--- src/rtl/mult_execute_unit.sv ---
// Iterative RV32M multiply unit: accepts one op, shift-adds STEPS_PER_CYCLE bits per cycle, result
// on the CDB 32/STEPS_PER_CYCLE cycles after accept; holds result stable (op_ready low) until cdb_grant.
module mult_execute_unit #(
  parameter int STEPS_PER_CYCLE = 1,
  parameter int ROB_IDX_W       = 4
) (
  input  logic                 clk,
  input  logic                 rst,
  input  logic                 flush,
  input  logic                 op_valid,
  output logic                 op_ready,
  input  logic [2:0]           op_funct3,
  input  logic [31:0]          op_rs1,
  input  logic [31:0]          op_rs2,
  input  logic [5:0]           op_pd,
  input  logic [ROB_IDX_W-1:0] op_rob_idx,
  output logic                 cdb_req,
  input  logic                 cdb_grant,
  output logic [31:0]          cdb_result,
  output logic [5:0]           cdb_pd,
  output logic [ROB_IDX_W-1:0] cdb_rob_idx
);

  localparam int N = 32 / STEPS_PER_CYCLE;

  typedef enum logic [1:0] {IDLE, BUSY, DONE} state_t;

  typedef struct packed {
    logic [5:0]           pd;
    logic [ROB_IDX_W-1:0] rob_idx;
  } tag_t;

  state_t      state;
  tag_t        tag;
  logic [2:0]  funct3;
  logic        sa, sb;
  logic [5:0]  cnt;
  logic [63:0] acc, mcand;
  logic [31:0] mplier;

  logic        sa_in, sb_in;
  logic [63:0] acc_nxt, mcand_nxt, prod;
  logic [31:0] res_sel;

  assign op_ready = (state == IDLE);
  assign cdb_req  = (state == DONE);

  assign sa_in = op_rs1[31] && ((op_funct3 == 3'b001) || (op_funct3 == 3'b010));
  assign sb_in = op_rs2[31] && (op_funct3 == 3'b001);

  always_comb begin
    acc_nxt   = acc;
    mcand_nxt = mcand;
    for (int i = 0; i < STEPS_PER_CYCLE; i++) begin
      if (mplier[i]) acc_nxt = acc_nxt + mcand_nxt;
      mcand_nxt = mcand_nxt << 1;
    end
  end

  // Signs were stripped on accept; restore them on the full 64-bit product.
  assign prod = (sa ^ sb) ? (~acc_nxt + 64'd1) : acc_nxt;

  always_comb begin
    res_sel = 32'h0;
    if (!funct3[2]) res_sel = (funct3[1:0] == 2'b00) ? prod[31:0] : prod[63:32];
  end

  always_ff @(posedge clk) begin
    if (rst || flush) begin
      state       <= IDLE;
      tag         <= '0;
      funct3      <= '0;
      sa          <= 1'b0;
      sb          <= 1'b0;
      cnt         <= '0;
      acc         <= '0;
      mcand       <= '0;
      mplier      <= '0;
      cdb_result  <= '0;
      cdb_pd      <= '0;
      cdb_rob_idx <= '0;
    end else begin
      case (state)
        IDLE: begin
          if (op_valid) begin
            funct3  <= op_funct3;
            tag.pd  <= op_pd;
            tag.rob_idx <= op_rob_idx;
            sa      <= sa_in;
            sb      <= sb_in;
            mcand   <= {32'h0, sa_in ? (~op_rs1 + 32'd1) : op_rs1};
            mplier  <= sb_in ? (~op_rs2 + 32'd1) : op_rs2;
            acc     <= '0;
            cnt     <= '0;
            state   <= BUSY;
          end
        end
        BUSY: begin
          acc    <= acc_nxt;
          mcand  <= mcand_nxt;
          mplier <= mplier >> STEPS_PER_CYCLE;
          cnt    <= cnt + 6'd1;
          if (cnt == 6'(N - 1)) begin
            cdb_result  <= res_sel;
            cdb_pd      <= tag.pd;
            cdb_rob_idx <= tag.rob_idx;
            state       <= DONE;
          end
        end
        DONE: begin
          if (cdb_grant) begin
            cdb_result  <= '0;
            cdb_pd      <= '0;
            cdb_rob_idx <= '0;
            state       <= IDLE;
          end
        end
        default: state <= IDLE;
      endcase
    end
  end

endmodule

--- config.mk ---
export PLATFORM = sky130hd
export DESIGN_NAME = mult_execute_unit
export DESIGN_NICKNAME = d
export VERILOG_FILES = /design/src/rtl/mult_execute_unit.sv
export SDC_FILE = /design/constraint.sdc
export NUM_CORES = 1
export LEC_CHECK = 0
export ABC_AREA = 1
export CAP_MARGIN = 20
export CORE_MARGIN = 10
export CORE_UTILIZATION = 45
export CTS_BUF_LIST = sky130_fd_sc_hd__clkbuf_2 sky130_fd_sc_hd__clkbuf_4 sky130_fd_sc_hd__clkbuf_8
export CTS_CLUSTER_SIZE = 40
export DETAILED_ROUTE_END_ITERATION = 7
export DONT_BUFFER_PORTS = 1
export MAX_ROUTING_LAYER = met4
export PLACE_DENSITY_LB_ADDON = 0.08
export SLEW_MARGIN = 0
export SYNTH_ARGS = -nofsm -noshare
export SYNTH_HDL_FRONTEND = slang
export SYNTH_SLANG_ARGS = --single-unit
--- constraint.sdc ---
create_clock -name clk -period 3.44 [get_ports clk]
set_input_delay 1.032 -clock clk [delete_from_list [all_inputs] [get_ports clk]]
set_output_delay 1.032 -clock clk [all_outputs]
set_load 0.02 [all_outputs]
# After elaboration in Yosys (flattened, before gate mapping)
# Index checks and enable logic that the tools add are counted.
classes:
  n_addsub: 5
  eq_ne: 8
  mux: 27
  n_bitwise: 4
  reduce_logical: 12
ops:
  columns: ["op", "count"]
  rows:
  - ["two-way mux 64 bit", 4]
  - ["case mux 64 bit (2 select lines)", 2]
  - ["two-way mux 32 bit", 7]
  - ["case mux 32 bit (2 select lines)", 2]
  - ["adder 32 x 1 -> 32 bit, second input constant", 2]
  - ["adder 64 x 1 -> 64 bit, second input constant", 1]
  - ["adder 64 bit", 1]
  - ["NOT 32 bit", 2]
  - ["NOT 64 bit", 1]
  - ["case mux 6 bit (2 select lines)", 2]
  - ["two-way mux 6 bit", 3]
  - ["two-way mux 4 bit", 2]
  - ["case mux 4 bit (2 select lines)", 1]
  - ["adder 6 x 1 -> 6 bit, second input constant", 1]
  - ["== test 6 x 5 -> 1 bit, second input constant", 1]
  - ["two-way mux 2 bit", 3]
  - ["case mux 2 bit (3 select lines)", 1]
  - ["AND reduction 3 bit", 2]
  - ["logical NOT 2 bit", 2]
  - ["inequality test 2 bit, second input constant", 2]
  - ["AND reduction 2 bit", 2]
  - ["nonzero test 2 bit", 2]
  - ["== test 3 x 1 -> 1 bit, second input constant", 1]
  - ["== test 3 x 2 -> 1 bit, second input constant", 1]
  - ["6 further kinds", 8]
word_totals:
  ff_bits: 225
  inputBits: 82
  output_inout_bits: 44
  elab_cells: 69

# Logic depth before layout (Yosys ltp)
# Gate-level depths: netlist of run 1.
depth:
  depth_word: 9
  ltp_mapped: 27
  depth_no_buf: 27

# Worst setup path before layout of run 1
# OpenSTA, ideal clock, no wires.
synth_path:
  path_type: "input -> register"
  startpoint: "input port op_rs1[1]"
  endpoint: "register mcand[26]"
  setup_ns: 0.070
  arrival_time_ns: 2.918
  t_required_ns: 3.370
  path_slack_ns: 0.451
  stages: 14
  path_buffers: 0
  path_cell_list: "inv_1 > ha_1 > nor3b_1 > nand2_1 > nor3_1 > nand2_1 > inv_1 > a41oi_1 > a21oi_1 > o21ai_0 > xnor2_1 > a21oi_1 > o21ai_0 > a21oi_1"
synth_via:
  elab_chain_len: 5
synth_lines:
  columns: ["item", "line_no", "text"]
  rows:
  - ["start, declared", "13", "input logic [31:0] op_rs1,"]
  - ["NOT 32 bit", "91", "mcand <= {32'h0, sa_in ? (~op_rs1 + 32'd1) : op_rs1};"]
  - ["adder 32 x 1 -> 32 bit", "91", null]
  - ["two-way mux 32 bit", "91", null]
  - ["two-way mux 64 bit", "85", "if (op_valid) begin"]
  - ["case mux 64 bit (2 select lines)", "83", "case (state)"]
  - ["end signal, assigned", "91", null]
  - ["end signal, assigned", "100", "mcand <= mcand_nxt;"]
  - ["end, declared", "38", "logic [63:0] acc, mcand;"]
# No other way between the ends. The select of a mux whose other input is x is not followed.
# A chain may end at the register's enable or synchronous reset.

# Final worst setup path of run 1
layout_path:
  startpoint: "register acc[0]"
  endpoint: "register cdb_result[3]"
layout_via:
  elab_chain_len: 9
layout_lines:
  columns: ["item", "line_no", "text"]
  rows:
  - ["start, declared", "38", null]
  - ["start signal, assigned", "99", "acc <= acc_nxt;"]
  - ["adder 64 bit", "55", "if (mplier[i]) acc_nxt = acc_nxt + mcand_nxt;"]
  - ["two-way mux 64 bit *", "55", null]
  - ["NOT 64 bit", "61", "assign prod = (sa ^ sb) ? (~acc_nxt + 64'd1) : acc_nxt;"]
  - ["adder 64 x 1 -> 64 bit", "61", null]
  - ["two-way mux 64 bit *", "61", null]
  - ["two-way mux 32 bit * (2 in series)", "65", "if (!funct3[2]) res_sel = (funct3[1:0] == 2'b00) ? prod[31:0] : prod[63:32];"]
  - ["two-way mux 32 bit *", "103", "if (cnt == 6'(N - 1)) begin"]
  - ["case mux 32 bit (2 select lines) *", "83", null]
  - ["end signal, assigned", "104", "cdb_result <= res_sel;"]
  - ["end, declared", "19", "output logic [31:0] cdb_result,"]
# Every way passes the cells marked *; elsewhere a longest branch is shown, timed or not. The select of a mux whose other input is x is not followed.

==> results.env, run 1 <==
STATUS='completed'
POWER_SWITCHING_W=0.00261
CTS_MAX_LEVEL=2
CPPEAKSTAGEDELAY_NS=0.41
CORE_AREA_SQ_UM=44300
CTS_ROOT_BUF='sky130_fd_sc_hd__clkbuf_8'
POST_SYNTH_INST_COUNT=3625
WORST_CLOCK_SKEW_NS=0.0315
SEQ_POWER_SHARE_PCT=35.3
TIMING.HOLD.WORST.CLASS='reg -> reg'
INTERNAL_POWER_W=0.00515
NUM_VIAS=23604
CLK_PIN_SLEW_WORST_PATHS_NS=0.06
GRT_MAX_DEGREE=118
CRITICAL_PATH.MAX_FANOUT=3
MULTI_INPUT_COMB_AREA_SQ_UM=14800
ROUTED_WIRE_LENGTH_PER_INSTANCE_UM=18.8
YOSYSMOSTFREQUENTCELL='sky130_fd_sc_hd__nand2_1'
YS_FF_LATCH=225
POST-ROUTE-MIN-PERIOD_NS=3.35
POSTSYNTHAREAPERCELL_SQ_UM=5.57
MAXCLOCKFREQUENCY_MHz=298
YS_DOMINANT_REG_CELL='sky130_fd_sc_hd__dfxtp_1'
DIE_Y_UM=232
CRITPATHLAUNCHTYPE='flop'
DETAIL_ROUTE.DRC_VIOLATIONS=0
CRIT_TYPE='reg -> reg'
GRT.OVERFLOW.TOTAL=0
FINALCRITPERIODSHARE_PCT=97.5
WORST_R2R_PATH_DEPTH=22
TRITONCTS='done'
CLKLATENCYLATEPIN_NS=0.66
FIRST_GLOBAL_VIAS=22119
CLOCK_PATH_BUFFERS=3
INITIAL_CORE_UTIL_PCT=45.5
DETAIL_ROUTE.WIRELENGTH_MM=82.7
GRT_FIRST_PASS_WIRELENGTH_MM=124
TOTAL_LEAKAGE_POWER_nW=11.5
POST_LAYOUT_INSTANCE_AREA_SQ_UM=24600
POWER_FRAC_CLOCK_PCT=42.1
POST_CTS_HOLD_BUFFER_COUNT=0
AREA.SEQUENTIAL_SQ_UM=4570
POSTSYNTH.ASYNCRESETSHARE_PCT=0
DPL-INSTANCE-AREA_SQ_UM=22000
NUMBER_OF_INSERTED_DIODES=0
IO-PIN-COUNT=126
REPORT.FINAL.SETUP_VIOL=0
COUNT_OF_YOSYS_WARNINGS_DURING_SYNTHESIS=0
PLACE.PORT_BUFFERS=0
HOLDPATHSTAGES=2
DESIGN.FINAL.NETS=3917
CRITICAL_PATH_SINK_TYPE='flop'
LARGEST_AREA_CONTRIBUTOR_IN_THE_NETLIST='sky130_fd_sc_hd__nand2_1'
LAYOUT-DRIVE-GT1-SHARE_PCT=21.3
WORST-ENDPOINT-REQUIRED_NS=3.92
MAPPEDNETLISTNETS=3778
TIMING.CRITICAL_PATH.MODE_CELL='sky130_fd_sc_hd__nand2_2'
FP.DIEAREA_SQ_UM=53700
FINAL_MAX_SLEW_VIOL_COUNT=0
TRACK_USAGE_PCT=30.2
DRT_ITER0_MARKERS=2056
SYNTHTOLAYOUTAREAGROWTH_PCT=21.8
YOSYSTOPAREACELLSHARE_PCT=25.9
ARRIVAL_NS=3.84
CRIT_CHAIN='ha_4 -> inv_2 -> fa_2 -> inv_2 -> nand3_4 -> nand3_2 -> nand2_2 -> o21ai_4 -> nand2_2 -> buf_6 -> nor2_4 -> nand2_2 -> nor2_4 -> nand2_2 -> nor2_4 -> nand3_4 -> nor2_4 -> nand2_2 -> nand3_2 -> nand2_1 -> o211ai_1 -> a21oi_1'
FINAL_UTIL_PCT=55.5
FILLER_CELL_COUNT=4585
TOTAL_POWER_W=0.00776
WORST_MAX_SLEW_PIN_SLEW_NS=0.993
NETLIST_TOP_CELLS_AREA='sky130_fd_sc_hd__nand2_1 (26%), sky130_fd_sc_hd__dfxtp_1 (22%), sky130_fd_sc_hd__inv_1 (8.1%), sky130_fd_sc_hd__a21oi_1 (7.8%), sky130_fd_sc_hd__nand3_1 (6.4%)'
POWER-PER-CELL-AREA_nW_PER_UM2=316
FINAL_HOLD_VIOL_COUNT=0
ANT_NETS=0
STD_CELL_ROWS=77
COMBINATIONALPOWERSHARE_PCT=22.6
WORST_SLEW_MARGIN_REL_PCT=33.8
CAP_VIOL_MAX_COUNT=0
VIASPERCELL=5.38
CLOCK_SINKS=225
MAX-VDD-IR-DROP_mV=0.295
SLOWEST_STAGE_CELL_ON_THE_CRITICAL_PATH='sky130_fd_sc_hd__fa_2'
DRTPASS1ITERATIONS=6
YOSYSUNIQUECELLTYPES=45
GP_CONGESTION=1.07
MAPPEDNETLISTAREA_SQ_UM=20200
POWER_SWITCHING_SHARE_PCT=33.6
DP_HPWL_MM=64.7
TRITONCTS.NUM_BUFFERS=46
EDFF_COUNT_SYNTH=0
GRT_SETUP_UNREPAIRED='true'
SEQUENTIAL_FRACTION_OF_THE_SYNTHESIS_AREA_PCT=22.3
FINAL.HOLD.WORST_SLACK_NS=0.458
ANTENNA_FOUND_INITIAL=0
SYNTH_COMMON_CELLS='sky130_fd_sc_hd__nand2_1 (1393), sky130_fd_sc_hd__inv_1 (434), sky130_fd_sc_hd__a21oi_1 (316), sky130_fd_sc_hd__nand3_1 (259), sky130_fd_sc_hd__nor2_1 (252)'
DIE_WIDTH_UM=232
## state kept, by name, indices dropped and copies added (netlist names), 4 cells and up
name	flops
acc	64
mcand	64
cdb_result	32
mplier	32
tag	10
cdb_pd	6
cnt	6
cdb_rob_idx	4
## power groups by stage
| stage | sequential [W] | combinational (W) | clock [W] |
|---|---|---|---|
| 2_1_floorplan | 0.00276 | 0.00107 | 0 |
| 3_3_place_gp | 0.00278 | 0.00153 | 0 |
| 3_5_place_dp | 0.00278 | 0.00155 | 0 |
| 4_1_cts | 0.00273 | 0.00156 | 0.00334 |
| 5_1_grt | 0.00274 | 0.00192 | 0.00343 |
| 6_report | 0.00274 | 0.00175 | 0.00327 |
## metal layers
metal	global-route usage [%]	part of all wire (%)
met1	34.9	40
met2	49.7	47
met3	4.42	6.3
met4	17.2	6.2
met5	-	0
## final cells by class
| cell class | count | share of cell area (%) |
|---|---|---|
| multi-input combinational | 2822 | 60.0 |
| sequential | 225 | 18.6 |
| timing repair buffer | 216 | 7.09 |
| inverter | 453 | 6.95 |
| clock buffer | 75 | 3.79 |
| tap | 592 | 3.01 |
| clock inverter | 8 | 0.529 |
## path summary, 6_finish.rpt
kind | slack (ns) | start | to
setup / recovery | 0.09 | acc[0] | cdb_result[3]
hold / removal | 0.46 | mplier[1] | mplier[0]
setup reg to reg | 0.09 | acc[0] | cdb_result[3]
hold reg to reg | 0.46 | mplier[1] | mplier[0]
## critical path, delay by kind of cell (launching register included)
kind            cells  cell delay [ns]
simple gates       14             1.42
compound gates      3             0.60
buf+inv             3             0.27
fa+ha+maj           2             0.55
flops               1             0.36
## cell usage in the layout (no fill, tap or decap), types with 5 or more instances in the layout
cell,instances
sky130_fd_sc_hd__nor2_2,65
sky130_fd_sc_hd__nand2_2,135
sky130_fd_sc_hd__o21ai_1,11
sky130_fd_sc_hd__clkbuf_4,16
sky130_fd_sc_hd__nand3_4,11
sky130_fd_sc_hd__buf_12,9
sky130_fd_sc_hd__ha_4,28
sky130_fd_sc_hd__dfxtp_2,42
sky130_fd_sc_hd__nor3_1,34
sky130_fd_sc_hd__nand4_1,31
sky130_fd_sc_hd__nand3_1,231
sky130_fd_sc_hd__dfxtp_1,180
sky130_fd_sc_hd__xor2_1,21
sky130_fd_sc_hd__nor2_1,196
sky130_fd_sc_hd__nor4_1,5
sky130_fd_sc_hd__nand3b_1,13
sky130_fd_sc_hd__xnor2_1,11
sky130_fd_sc_hd__or2_2,52
sky130_fd_sc_hd__buf_4,205
sky130_fd_sc_hd__o211ai_1,41
sky130_fd_sc_hd__clkbuf_8,59
sky130_fd_sc_hd__nand2_1,1303
sky130_fd_sc_hd__o221ai_1,10
sky130_fd_sc_hd__and2_1,10
sky130_fd_sc_hd__inv_1,421
sky130_fd_sc_hd__nand3_2,38
sky130_fd_sc_hd__o21ai_0,114
sky130_fd_sc_hd__o21ai_2,6
sky130_fd_sc_hd__ha_1,31
sky130_fd_sc_hd__a31oi_1,8
sky130_fd_sc_hd__inv_2,26
sky130_fd_sc_hd__a21oi_2,22
sky130_fd_sc_hd__nand2_4,16
sky130_fd_sc_hd__a21oi_1,298
sky130_fd_sc_hd__nor2_4,43
sky130_fd_sc_hd__ha_2,11
## repair_timing
action / 4_1_cts / 5_1_grt
gates resized for setup: 22 / 342
setup buffers: 1 / 16
gates cloned: 0 / 0
pin swaps: 2 / 68
setup endpoints to repair: 18 / 32
## cell families after synthesis
| logic type | Yosys count | share of synthesized area, % |
|---|---|---|
| buffers and inverters | 578 | 11.0 |
| xor gates and xnor gates | 33 | 1.43 |
| DFF | 225 | 22.3 |
| and+or+nand+nor | 2194 | 46.8 |
| AOI/OAI and AO/OA | 524 | 14.0 |
| adders and majority gates | 71 | 4.44 |
## per-stage QoR
step	instances	worst slack (ns)	setup TNS, ns
floorplan	3625	0.451	0
global placement	4291	-0.128	-0.927
CTS	4375	0.000818	0
detailed placement	4291	-0.127	-0.998
finish	4391	0.0852	0
global route	4391	-0.0771	-0.631
(Power assumes the default switching activity.)
==> run 2, diff against run 1 <==
Settings changed: CAP_MARGIN 20 to not set, PLACE_DENSITY set to 0.68, PLACE_DENSITY_LB_ADDON 0.08 to not set.
==> run 2 against run 1 <==
  * Clock power shrank 13%
  * Power shrank 7.8%
  * Clock skew grew 0.017 ns
  * Die area is the same
  * Critical endpoint is now cdb_result[14]
  * Largest cell class unchanged
  * Flip-flop and latch count is the same
  * Routed wire length shrank 11%
  * Cell count shrank 2.5%
  * Global-route usage shrank 3.4 points
  * Final area shrank 6.5%
  * Combinational power shrank 10%
==> results.env, run 2 (synthesis results as in run 1) <==
STATUS='completed'
PLACE.PORT_BUFFERS=0
DESIGN.FINAL.NETS=3811
IO-PIN-COUNT=126
CLOCK_PATH_BUFFERS=3
WORSTSETUPENDPOINT='cdb_result[14]'
DRTPASS1ITERATIONS=7
STD_CELL_ROWS=77
LARGEST_REGISTERS='acc: 64 flops, mcand: 64 flops'
DETAIL_ROUTE.WIRELENGTH_MM=73.9
NUM_VIAS=22857
CTS_MAX_LEVEL=2
CRITICAL_PATH_DEPTH=20
TIMING.HOLD.WORST.CLASS='reg -> reg'
POST_CTS_HOLD_BUFFER_COUNT=0
MAX-VDD-IR-DROP_mV=0.316
POWER-PER-CELL-AREA_nW_PER_UM2=311
DPL.CELL_COUNT=4196
REPORT.FINAL.SETUP_VIOL=0
DIE_WIDTH_UM=232
INITIAL_CORE_UTIL_PCT=45.5
CORE_AREA_SQ_UM=44300
ANTENNA_FOUND_INITIAL=0
DIE_Y_UM=232
WORST_MAX_SLEW_PIN_SLEW_NS=1.03
FP.DIEAREA_SQ_UM=53700
WORST-PATH-BUF-INV=0
WORSTSETUPSTARTPOINT='acc[42]'
CPPEAKSTAGEDELAY_NS=0.42
POST-ROUTE-MIN-PERIOD_NS=3.33
VIASPERCELL=5.34
MAXCLOCKFREQUENCY_MHz=301
FINALCRITPERIODSHARE_PCT=96.7
WORST_R2R_PATH_DEPTH=20
WORST_CLOCK_SKEW_NS=0.0486
LAYOUTNONFILLERINSTCOUNT=4281
GP_CONGESTION=1.03
MOST_COMMON_LIBRARY_CELL_IN_THE_LAYOUT_IGNORING_FILL_AND_TAPS='sky130_fd_sc_hd__nand2_1'
FINAL_HOLD_VIOL_COUNT=0
CAP_VIOL_MAX_COUNT=0
DRT_ITER0_MARKERS=2376
CRITICAL_PATH_SINK_TYPE='flop'
SETUP-TNS-FINAL_NS=0
GLOBALROUTEMET2UTIL_PCT=41.6
RR_STARTPOINT='acc[42]'
GRT_UTIL_MET1_PCT=33.2
GRT_FIRST_PASS_WIRELENGTH_MM=112
MET3_USAGE_PCT=4.81
CLK_PIN_SLEW_WORST_PATHS_NS=0.06
NUMBER_OF_INSERTED_DIODES=0
CRITPATHLAUNCHTYPE='flop'
CRITICAL_PATH.REG2REG.ENDPOINT='cdb_result[14]'
WORST_SLEW_MARGIN_REL_PCT=31.3
TIMING.CRITICAL_PATH.MODE_CELL='sky130_fd_sc_hd__nand2_1'
HOLD_START='mcand[47]'
LAYOUT-DRIVE-GT1-SHARE_PCT=16.0
SLOWEST_STAGE_CELL_ON_THE_CRITICAL_PATH='sky130_fd_sc_hd__ha_1'
CLOCK_SINKS=225
ANT_NETS=0
DETAIL_ROUTE.DRC_VIOLATIONS=0
CRIT_TYPE='reg -> reg'
DP_HPWL_MM=57.2
ROUTED_WIRE_LENGTH_PER_INSTANCE_UM=17.3
ARRIVAL_NS=3.87
FIRST_GLOBAL_VIAS=20366
GRT_SETUP_UNREPAIRED='true'
CRIT_FAMILY='simple AND/OR/NAND/NOR gates'
FINAL_MAX_SLEW_VIOL_COUNT=0
TRACK_USAGE_PCT=26.8
CLKLATENCYLATEPIN_NS=0.64
TRITONCTS.NUM_BUFFERS=42
CTS_ROOT_BUF='sky130_fd_sc_hd__clkbuf_8'
WORST-ENDPOINT-REQUIRED_NS=3.99
TRITONCTS='done'
GRT.OVERFLOW.TOTAL=0
SYNTHTOLAYOUTAREAGROWTH_PCT=13.9
GRT_MAX_DEGREE=66
LAYOUT.CELLS.MOST_COMMON_LIST='sky130_fd_sc_hd__nand2_1 (1339), sky130_fd_sc_hd__inv_1 (427), sky130_fd_sc_hd__a21oi_1 (303), sky130_fd_sc_hd__nand3_1 (252), sky130_fd_sc_hd__nor2_1 (208)'
TOTAL_LEAKAGE_POWER_nW=10.8
CRITICAL_PATH.MAX_FANOUT=4
GLOBALROUTE.BUSIESTLAYER='met2'
CRIT_CHAIN='ha_1 -> nand2_1 -> nor2_1 -> and2_1 -> nand2_1 -> nor2_1 -> nand2_1 -> nand4_1 -> nand3_1 -> nand2_2 -> nand2_1 -> nor2_2 -> nand2_1 -> nor2_1 -> nand2_1 -> nand2_1 -> nand2_1 -> nand3_1 -> nand3_1 -> a21oi_1'
R2R_SLACK_NS=0.11
run 2: changes by cell type in the layout (fill, tap and decap cells not counted), sizes merged:
cell | before | now
clkbuf | 75 | 63
inv | 451 | 452
buf | 216 | 114
clkinv | 7 | 12
clkinvlp | 1 | 0
bufinv | 2 | 1
run 2: timing repair:
item	in CTS	in global routing
setup buffers	0	10
gates resized for setup	0	220
endpoints found under the setup margin	0	32
run 2: worst min path at each step:
| stage | to | slack, ns | cells after the start |
|---|---|---|---|
| floorplan | mplier[16] | 0.44 | 2 |
| global placement | mplier[22] | 0.45 | 2 |
| detailed placement | mplier[19] | 0.46 | 2 |
| CTS | mcand[48] | 0.46 | 2 |
| global route | mplier[31] | 0.48 | 2 |
| finish | mcand[48] | 0.46 | 2 |
run 2: area by class of cell:
| class | count | area [sq um] |
|---|---|---|
| Fill cell | 4740 | 21300 |
| Multi-Input combinational cell | 2822 | 14200 |
| Sequential cell | 225 | 4540 |
| Inverter | 453 | 1710 |
| Timing Repair Buffer | 114 | 931 |
| Clock buffer | 63 | 786 |
| Tap cell | 592 | 741 |
| Clock inverter | 12 | 111 |
run 2: power by group:
part	switching, W	internal [W]	total [W]	leakage [nW]
clock network	0.00129	0.00156	0.00285	0.484
logic	0.00106	0.000516	0.00157	8.47
registers	0.0000612	0.00267	0.00273	1.83
total	0.00241	0.00474	0.00715	10.8
run 2: worst min-delay path, stage by stage (launching register included):
cell	delay (ns)
sky130_fd_sc_hd__dfxtp_1	0.32
sky130_fd_sc_hd__nand2_1	0.07
sky130_fd_sc_hd__a21oi_1	0.06
run 2: metrics by stage:
step	worst slack, ns	area [sq um]	hold WS [ns]	total power, W	util (%)
after detailed placement	0.0688	21300	0.456	0.00424	48.0
after CTS	0.0399	22200	0.460	0.00709	50.1
final	0.112	23000	0.459	0.00715	51.9
after global placement	0.0441	21300	0.452	0.00424	48.0
after global routing	-0.0785	23000	0.478	0.00746	51.9
after floorplan	0.451	20200	0.442	0.00382	-
run 2: metal layers:
metal,up-vias,share of wire (%)
li1,11582,-
met1,10227,42
met2,883,45
met3,165,8.4
met4,0,4.8
met5,-,0
